[src/rtl/voice_frame_sequencer.sv]
// ============================================================================
// Module  : voice_frame_sequencer
// Brief   : Issues every voice to the DDS once per sample tick and mixes the
//           returned phases as gated sawtooth voices into one signed sample.
// Revision: 1.0 - initial release
// ============================================================================
`default_nettype none

module voice_frame_sequencer #(
    parameter int NUM_VOICES  = 8,
    parameter int DDS_LATENCY = 3
) (
    input  logic        clk,
    input  logic        reset,
    input  logic        sample_tick,
    input  logic        cfg_we,
    input  logic [7:0]  cfg_voice,
    input  logic [31:0] cfg_delta,
    input  logic        cfg_gate,
    output logic [31:0] delta_phase,
    output logic [7:0]  voice_index,
    input  logic [31:0] output_phase,
    output logic [15:0] sample_data,
    output logic        sample_valid,
    input  logic        sample_ready,
    output logic        busy,
    output logic        overrun
);

    localparam int              CNT_W        = (NUM_VOICES > 1) ? $clog2(NUM_VOICES) : 1;
    localparam logic [CNT_W-1:0] LAST_VOICE  = CNT_W'(NUM_VOICES - 1);
    localparam logic [7:0]      NUM_VOICES_B = 8'(NUM_VOICES);

    typedef enum logic [1:0] {
        ST_IDLE   = 2'd0,
        ST_ISSUE  = 2'd1,
        ST_DRAIN  = 2'd2,
        ST_OUTPUT = 2'd3
    } state_t;

    state_t                   state_q, state_d;
    logic [CNT_W-1:0]         voice_cnt_q, voice_cnt_d;
    logic [7:0]               last_index_q, last_index_d;
    logic [31:0]              delta_q [NUM_VOICES];
    logic [31:0]              delta_d [NUM_VOICES];
    logic [NUM_VOICES-1:0]    gate_q, gate_d;
    logic [DDS_LATENCY-1:0]   pipe_vld_q, pipe_vld_d;
    logic [DDS_LATENCY-1:0]   pipe_gate_q, pipe_gate_d;
    logic signed [15:0]       acc_q, acc_d;
    logic                     overrun_q, overrun_d;

    logic                     issuing;
    logic                     pipe_busy;
    logic signed [15:0]       saw;
    logic                     unused_phase_bits;

    // Phase bits below the top 12 do not reach the sawtooth.
    assign unused_phase_bits = ^output_phase[19:0];

    // Top 12 phase bits minus 2048 is just the MSB inverted, then sign-extended.
    assign saw = {{4{~output_phase[31]}}, ~output_phase[31], output_phase[30:20]};

    always_comb begin
        delta_d = delta_q;
        gate_d  = gate_q;
        if (cfg_we && (cfg_voice < NUM_VOICES_B)) begin
            delta_d[cfg_voice[CNT_W-1:0]] = cfg_delta;
            gate_d[cfg_voice[CNT_W-1:0]]  = cfg_gate;
        end
    end

    always_comb begin
        state_d      = state_q;
        voice_cnt_d  = voice_cnt_q;
        last_index_d = last_index_q;
        overrun_d    = 1'b0;
        issuing      = 1'b0;
        voice_index  = last_index_q;
        delta_phase  = '0;
        sample_valid = 1'b0;
        sample_data  = '0;

        unique case (state_q)
            ST_IDLE: begin
                if (sample_tick) begin
                    state_d     = ST_ISSUE;
                    voice_cnt_d = '0;
                end
            end
            ST_ISSUE: begin
                issuing      = 1'b1;
                overrun_d    = sample_tick;
                voice_index  = 8'(voice_cnt_q);
                delta_phase  = gate_q[voice_cnt_q] ? delta_q[voice_cnt_q] : '0;
                last_index_d = 8'(voice_cnt_q);
                if (voice_cnt_q == LAST_VOICE) begin
                    state_d = ST_DRAIN;
                end else begin
                    voice_cnt_d = voice_cnt_q + CNT_W'(1);
                end
            end
            ST_DRAIN: begin
                overrun_d = sample_tick;
                // The head entry is accumulated on this same edge.
                if (!pipe_busy) begin
                    state_d = ST_OUTPUT;
                end
            end
            ST_OUTPUT: begin
                overrun_d    = sample_tick;
                sample_valid = 1'b1;
                sample_data  = acc_q;
                if (sample_ready) begin
                    state_d = ST_IDLE;
                end
            end
            default: state_d = ST_IDLE;
        endcase
    end

    always_comb begin
        pipe_vld_d     = '0;
        pipe_gate_d    = '0;
        pipe_vld_d[0]  = issuing;
        pipe_gate_d[0] = issuing & gate_q[voice_cnt_q];
        for (int i = 1; i < DDS_LATENCY; i++) begin
            pipe_vld_d[i]  = pipe_vld_q[i-1];
            pipe_gate_d[i] = pipe_gate_q[i-1];
        end
        pipe_busy = 1'b0;
        for (int i = 0; i < DDS_LATENCY - 1; i++) begin
            pipe_busy = pipe_busy | pipe_vld_q[i];
        end
    end

    always_comb begin
        acc_d = acc_q;
        if ((state_q == ST_IDLE) && sample_tick) begin
            acc_d = '0;
        end else if (pipe_vld_q[DDS_LATENCY-1] && pipe_gate_q[DDS_LATENCY-1]) begin
            acc_d = acc_q + saw;
        end
    end

    always_ff @(posedge clk or negedge reset) begin
        if (!reset) begin
            state_q      <= ST_IDLE;
            voice_cnt_q  <= '0;
            last_index_q <= '0;
            gate_q       <= '0;
            pipe_vld_q   <= '0;
            pipe_gate_q  <= '0;
            acc_q        <= '0;
            overrun_q    <= 1'b0;
            for (int i = 0; i < NUM_VOICES; i++) begin
                delta_q[i] <= '0;
            end
        end else begin
            state_q      <= state_d;
            voice_cnt_q  <= voice_cnt_d;
            last_index_q <= last_index_d;
            gate_q       <= gate_d;
            pipe_vld_q   <= pipe_vld_d;
            pipe_gate_q  <= pipe_gate_d;
            acc_q        <= acc_d;
            overrun_q    <= overrun_d;
            for (int i = 0; i < NUM_VOICES; i++) begin
                delta_q[i] <= delta_d[i];
            end
        end
    end

    assign busy    = (state_q != ST_IDLE);
    assign overrun = overrun_q;

endmodule

`default_nettype wire

[config.mk]
export PLATFORM = sky130hd
export DESIGN_NAME = voice_frame_sequencer
export DESIGN_NICKNAME = d
export VERILOG_FILES = /design/src/rtl/voice_frame_sequencer.sv
export SDC_FILE = /design/constraint.sdc
export NUM_CORES = 1
export LEC_CHECK = 0
export ABC_AREA = 0
export BUFFER_PORTS_ARGS = -buffer_cell sky130_fd_sc_hd__buf_2
export CAP_MARGIN = 20
export CORE_MARGIN = 5
export CORE_UTILIZATION = 54
export CTS_CLUSTER_DIAMETER = 40
export DETAILED_ROUTE_END_ITERATION = 10
export GPL_TIMING_DRIVEN = 0
export PLACE_DENSITY = 0.77
export RECOVER_POWER = 25
export SLEW_MARGIN = 20
export SYNTH_ARGS = -nofsm -noshare
export SYNTH_HDL_FRONTEND = slang
export SYNTH_SLANG_ARGS = --single-unit
[constraint.sdc]
create_clock -name clk -period 1.9 [get_ports clk]
set_input_delay 0.285 -clock clk [delete_from_list [all_inputs] [get_ports clk]]
set_output_delay 0.285 -clock clk [all_outputs]
set_load 0.02 [all_outputs]
==> impl_metrics.env, run 1 <==
export IMPL_layout_drive_gt1_share=0.590
export IMPL_finalSetupViolCount=60
export IMPL_cts_buffers=40
export IMPL_path_clk_slew_ns=0.06
export IMPL_cts_buffer_depth=3
export IMPL_port_buffers=114
export IMPL_cts_root_buf="clkbuf_16"
export IMPL_h_tree_depth=2
export IMPL_stdcell_area_um2=18000
export IMPL_avgViaCountPerCell=5.91
export IMPL_syn_area_per_cell_um2=14.9
export IMPL_finalNonFillerCells=1525
export IMPL_synth_warnings=0
export IMPL_drv_cap=0
export IMPL_synth_nets=1062
export IMPL_die_w_um=173
export IMPL_pre_cts_slack_ns=-0.575
export IMPL_fin_crit_sh=1.40
export IMPL_gp_congestion=0.803
export IMPL_max_slew_margin=0.368
export IMPL_start_kind="flop"
export IMPL_ys_async_sr_fraction=1.00
export IMPL_start_util=0.548
export IMPL_cts_sinks=300
export IMPL_end_kind="output pin"
export IMPL_reg2reg_slack_ns=-0.10
export IMPL_worst_pin_slew_ns=0.948
export IMPL_nNetsFinal=1260
export IMPL_ys_seq_area_frac=0.524
export IMPL_startpoint="voice_cnt_q[0]$_DFFE_PN0P_"
export IMPL_syn2layout_area_growth_pct=26.0
export IMPL_diodes=0
export IMPL_grt_pass1_vias=9615
export IMPL_clock_latency_ns=0.53
export IMPL_path_max_fanout=10
export IMPL_antenna_left=0
export IMPL_worstPathArrival_ns=2.38
export IMPL_tns_ns=-25.43
export IMPL_final_cell_mix="297 x dfrtp_1, 257 x mux2_2, 81 x buf_2"
export IMPL_cts_tree="yes"
export IMPL_coreArea_um2=26100
export IMPL_mostFrequentLayoutCell="dfrtp_1"
export IMPL_wirelength_um=33700
export IMPL_gr_total_overflow=0
export IMPL_finalHoldViolCount=0
export IMPL_timing_rr_start="acc_q[7]$_DFFE_PN0P_"
export IMPL_grt_usage=0.220
export IMPL_dr_pass1_iters=4
export IMPL_crit_type="reg2out"
export IMPL_fin_ws_ns=-0.765
export IMPL_slew_viol_final=0
export IMPL_p_total_uw=19600
export IMPL_skew_ns=0.0217
export IMPL_vias=9013
export IMPL_synth_edff_count=0
export IMPL_drc=0
export IMPL_syn_inst=961
export IMPL_ys_ff_latch=300
export IMPL_post_dp_cell_area_um2=15500
export IMPL_rows=59
export IMPL_r2r_end="acc_q[14]$_DFFE_PN0P_"
export IMPL_clock_fmax_mhz=375
export IMPL_die_height_um=173
export IMPL_power_density_nw_per_um2=1090
export IMPL_ir_worst_vdd_v=0.000862
export IMPL_endpoint="delta_phase[8]"
export IMPL_crit_required_ns=1.62
export IMPL_drtIter0Drc=560
export IMPL_synth_area_um2=14300
export IMPL_ys_types=55
export IMPL_antenna_found_initial=4
export IMPL_rsz0062_at_grt="yes"
export IMPL_status="complete, but fails checks"
export IMPL_finalCriticalPeriod_ns=2.66
export IMPL_min_path_type="in2reg"
export IMPL_ff2ff_path_depth=7
export IMPL_wl_per_cell_um=22.1
export IMPL_placed_cells=1413
export IMPL_grt_pass1_wl_um=53100
export IMPL_violations="setup timing"
export IMPL_ys_flop_type="dfrtp_1"
export IMPL_post_dp_hpwl_um=20500
export IMPL_io_pins=137
export IMPL_grt_max_degree=102
export IMPL_p_leak_uw=0.00863
export IMPL_die_area_um2=29900
## per-layer routing
metal / global-route usage / share of wire / vias to the layer above
met5: 0 / 0.0012 / -
met4: 0.0549 / 0.022 / 8
met3: 0.0450 / 0.052 / 70
met2: 0.366 / 0.50 / 218
met1: 0.300 / 0.42 / 4759
li1: - / - / 3958
## Yosys cell counts (all sizes together) (2+ instances only)
master	count	area share
o21a	3	0.0016
nor3b	3	0.0031
o221a	2	0.0016
and2	18	0.0079
a21o	4	0.0021
mux2	269	0.21
o21ai	11	0.0038
xnor2	5	0.0031
nor3	3	0.0018
a211oi	2	0.0010
mux2i	35	0.024
nand3b	4	0.0038
and3	2	0.00087
o211ai	2	0.0010
nand2	33	0.0090
xor2	3	0.0018
nand3	4	0.0031
a21oi	19	0.0066
ha	22	0.019
a22o	6	0.0037
a221oi	2	0.0012
a22oi	2	0.0010
dfrtp	300	0.52
nor2	50	0.014
buf	40	0.021
mux4	66	0.10
inv	11	0.0029
nand2b	2	0.00087
o221ai	2	0.0012
clkbuf	15	0.0067
nor2b	10	0.0044
## flip-flops by register name (all words and copies together), names as in the netlist
signal        cells
pipe_gate_q       3
gate_q            8
last_index_q      8
delta_q         256
pipe_vld_q        3
acc_q            16
overrun           1
state_q           2
voice_cnt_q       3
## kinds of logic after synthesis
group           synth area share
flops                      0.524
buf+inv                   0.0307
simple gates              0.0520
xor+xnor                 0.00489
fa+ha+maj                 0.0206
compound gates            0.0284
mux                        0.340
## power by group
group	internal, uW	total (uW)	switching [uW]	leakage, uW
clock	4730	7660	2930	0.000656
sequential	6820	7090	264	0.00412
combinational	2420	4880	2450	0.00385
## worst min-delay path by stage
stage                             start                        to  slack (ns)  cells after the start
2_1_floorplan                     reset      acc_q[0]$_DFFE_PN0P_       -0.01                      0
3_3_place_gp   pipe_gate_q[1]$_DFF_PN0_  pipe_gate_q[2]$_DFF_PN0_        0.34                      0
3_5_place_dp                      reset      acc_q[9]$_DFFE_PN0P_        0.18                      1
4_1_cts                    cfg_delta[6]  delta_q[230]$_DFFE_PN0P_        0.07                      2
5_1_grt                     sample_tick         overrun$_DFF_PN0_        0.09                      2
6_report                   cfg_delta[5]  delta_q[229]$_DFFE_PN0P_        0.08                      2
## what timing repair did
item,in CTS,in global routing
endpoints found under the hold margin,31,0
cloned,1,0
setup buffers,27,14
hold buffers,1,0
setup endpoints to repair,65,66
pin swaps,13,21
resized for setup,132,113
## worst max-delay path, stage by stage (launching register included)
cell and delay (ns):
dfrtp_1 0.36, buf_6 0.15, mux4_2 0.51, mux2_4 0.31, nand2_8 0.13, buf_12 0.16, nor2_1 0.07, buf_2 0.17
## metrics by stage
step | utilization | hold slack (ns)
floorplan | - | -0.0106
global placement | 0.589 | 0.335
detailed placement | 0.592 | 0.177
CTS | 0.672 | 0.0655
global route | 0.691 | 0.0873
finish | 0.691 | 0.0799
## area by class of cell
| class | instances | area [um^2] |
|---|---|---|
| buffer | 53 | 597 |
| inverter | 11 | 41.3 |
| clock inverter | 25 | 275 |
| sequential | 300 | 7510 |
| multi-input combinational | 595 | 6940 |
| fill | 1756 | 8080 |
| tap | 335 | 419 |
| clock buffer | 48 | 1100 |
| timing repair buffer | 158 | 1160 |
Note: power is estimated with default switching activity, not from simulation.
==> run 2, diff against run 1 <==
- PLACE_DENSITY: 0.77 -> 0.8
==> impl_metrics.env, run 2 (synthesis gave the netlist of run 1 again) <==
export IMPL_mostFrequentLayoutCell="dfrtp_1"
export IMPL_skew_ns=0.0140
export IMPL_start_kind="flop"
export IMPL_clock_fmax_mhz=379
export IMPL_p_int_uw=14200
export IMPL_wirelength_um=35000
export IMPL_slew_viol_final=0
export IMPL_gr_total_overflow=0
export IMPL_timing_rr_start="acc_q[10]$_DFFE_PN0P_"
export IMPL_post_dp_hpwl_um=20800
export IMPL_die_height_um=173
export IMPL_tns_ns=-32.43
export IMPL_h_tree_depth=2
export IMPL_largest_reg_flops=256
export IMPL_path_clk_slew_ns=0.06
export IMPL_reg2reg_slack_ns=-0.19
export IMPL_finalHoldViolCount=0
export IMPL_cts_buffers=39
export IMPL_grt_usage=0.229
export IMPL_power_switching_uw=5640
export IMPL_grt_pass1_vias=9978
export IMPL_crit_type="reg2out"
export IMPL_start_util=0.548
export IMPL_antenna_found_initial=4
export IMPL_crit_required_ns=1.62
export IMPL_ir_worst_vdd_v=0.00103
export IMPL_vias=9106
export IMPL_antenna_left=0
export IMPL_endpoint="delta_phase[8]"
export IMPL_sequentialPowerShare=0.357
export IMPL_die_area_um2=29900
export IMPL_fin_crit_sh=1.39
export IMPL_finalSetupViolCount=101
export IMPL_cts_tree="yes"
export IMPL_port_buffers=114
export IMPL_largestRegisters="delta_q: 256 flops, acc_q: 16 flops"
export IMPL_rsz0062_at_grt="yes"
export IMPL_path_max_fanout=10
export IMPL_violations="setup timing"
export IMPL_finalCriticalPeriod_ns=2.64
export IMPL_top_register="delta_q"
export IMPL_worstPathArrival_ns=2.35
export IMPL_fin_ws_ns=-0.739
export IMPL_final_cell_mix="299 x dfrtp_1, 257 x mux2_2, 73 x buf_2"
export IMPL_status="complete, but fails checks"
export IMPL_drc=0
export IMPL_end_kind="output pin"
export IMPL_drtIter0Drc=597
export IMPL_gp_congestion=0.807
export IMPL_grt_pass1_wl_um=55500
export IMPL_r2r_end="acc_q[15]$_DFFE_PN0P_"
export IMPL_max_slew_margin=0.333
export IMPL_clkPwrFrac=0.394
export IMPL_p_leak_uw=0.00870
export IMPL_io_pins=137
export IMPL_drv_cap=0
export IMPL_grt_max_degree=90
export IMPL_p_total_uw=19900
export IMPL_hold_path_depth=2
export IMPL_startpoint="voice_cnt_q[0]$_DFFE_PN0P_"
export IMPL_wl_per_cell_um=23.0
export IMPL_dr_pass1_iters=4
export IMPL_syn2layout_area_growth_pct=27.1
export IMPL_worst_pin_slew_ns=1.00
export IMPL_rows=59
export IMPL_clock_latency_ns=0.52
export IMPL_layout_drive_gt1_share=0.596
export IMPL_cts_sinks=300
export IMPL_min_path_type="in2reg"
export IMPL_coreArea_um2=26100
export IMPL_die_w_um=173
export IMPL_cts_root_buf="clkbuf_16"
export IMPL_ff2ff_path_depth=8
export IMPL_power_density_nw_per_um2=1090
export IMPL_fin_util=0.697
export IMPL_pwr_share_comb=0.248
export IMPL_nNetsFinal=1260
export IMPL_switching_share=0.284
export IMPL_avgViaCountPerCell=5.97
export IMPL_fillers=1677
export IMPL_cts_buffer_depth=3
run 2: power by group through the flow:
stage / Clock (uW) / Sequential, uW / Combinational, uW
after global placement: 0 / 7130 / 3580
after detailed placement: 0 / 7150 / 3660
final: 7830 / 7090 / 4930
after floorplan: 0 / 7080 / 2600
after CTS: 7940 / 7080 / 4730
after global routing: 8240 / 7130 / 5270
run 2: repair_timing:
| action | CTS | global route |
|---|---|---|
| setup buffers | 33 | 7 |
| resized for setup | 170 | 110 |
| hold endpoints to repair | 67 | 0 |
| hold buffers | 1 | 0 |
| setup endpoints to repair | 68 | 67 |
| gates cloned | 3 | 0 |
| pin swaps | 22 | 17 |
run 2: final cells by class:
class | count | area, um^2 | share of cell area
multi-input combinational | 595 | 6950 | 0.382
buffer | 53 | 593 | 0.0326
antenna | 2 | 5.00 | 0.000275
timing repair buffer | 159 | 1290 | 0.0709
clock inverter | 25 | 333 | 0.0183
clock buffer | 46 | 1070 | 0.0589
sequential | 300 | 7510 | 0.412
tap | 335 | 419 | 0.0230
inverter | 11 | 41.3 | 0.00227
run 2: worst min-delay path by stage:
stage | startpoint | to | slack [ns]
floorplan | reset | acc_q[0]$_DFFE_PN0P_ | -0.01
global placement | pipe_gate_q[1]$_DFF_PN0_ | pipe_gate_q[2]$_DFF_PN0_ | 0.33
detailed placement | reset | acc_q[9]$_DFFE_PN0P_ | 0.29
CTS | cfg_delta[6] | delta_q[230]$_DFFE_PN0P_ | 0.07
global route | cfg_delta[6] | delta_q[230]$_DFFE_PN0P_ | 0.09
finish | cfg_delta[6] | delta_q[230]$_DFFE_PN0P_ | 0.08
run 2: stage by stage:
step | worst slack (ns) | cell area (um^2) | hold slack [ns] | std cells
floorplan | 0.0186 | 14400 | -0.0106 | 961
detailed placement | -0.585 | 15500 | 0.286 | 1413
global route | -0.794 | 18200 | 0.0934 | 1525
global placement | -5.03 | 15400 | 0.335 | 1410
finish | -0.739 | 18200 | 0.0790 | 1526
CTS | -0.762 | 17900 | 0.0662 | 1519
run 2: critical path, cell delays in order (launching register included):
cell and delay (ns):
dfrtp_1 0.36, buf_6 0.15, mux4_2 0.51, mux2_4 0.31, nand2_8 0.13, buf_12 0.15
nor2_1 0.06, buf_2 0.16
run 2: routing by layer:
layer  wire [um]  part of all wire  track usage
met1       14500              0.41        0.305
met2       18000              0.51        0.393
met3        1670             0.048       0.0430
met4         879             0.025       0.0602
met5          34           0.00097            0
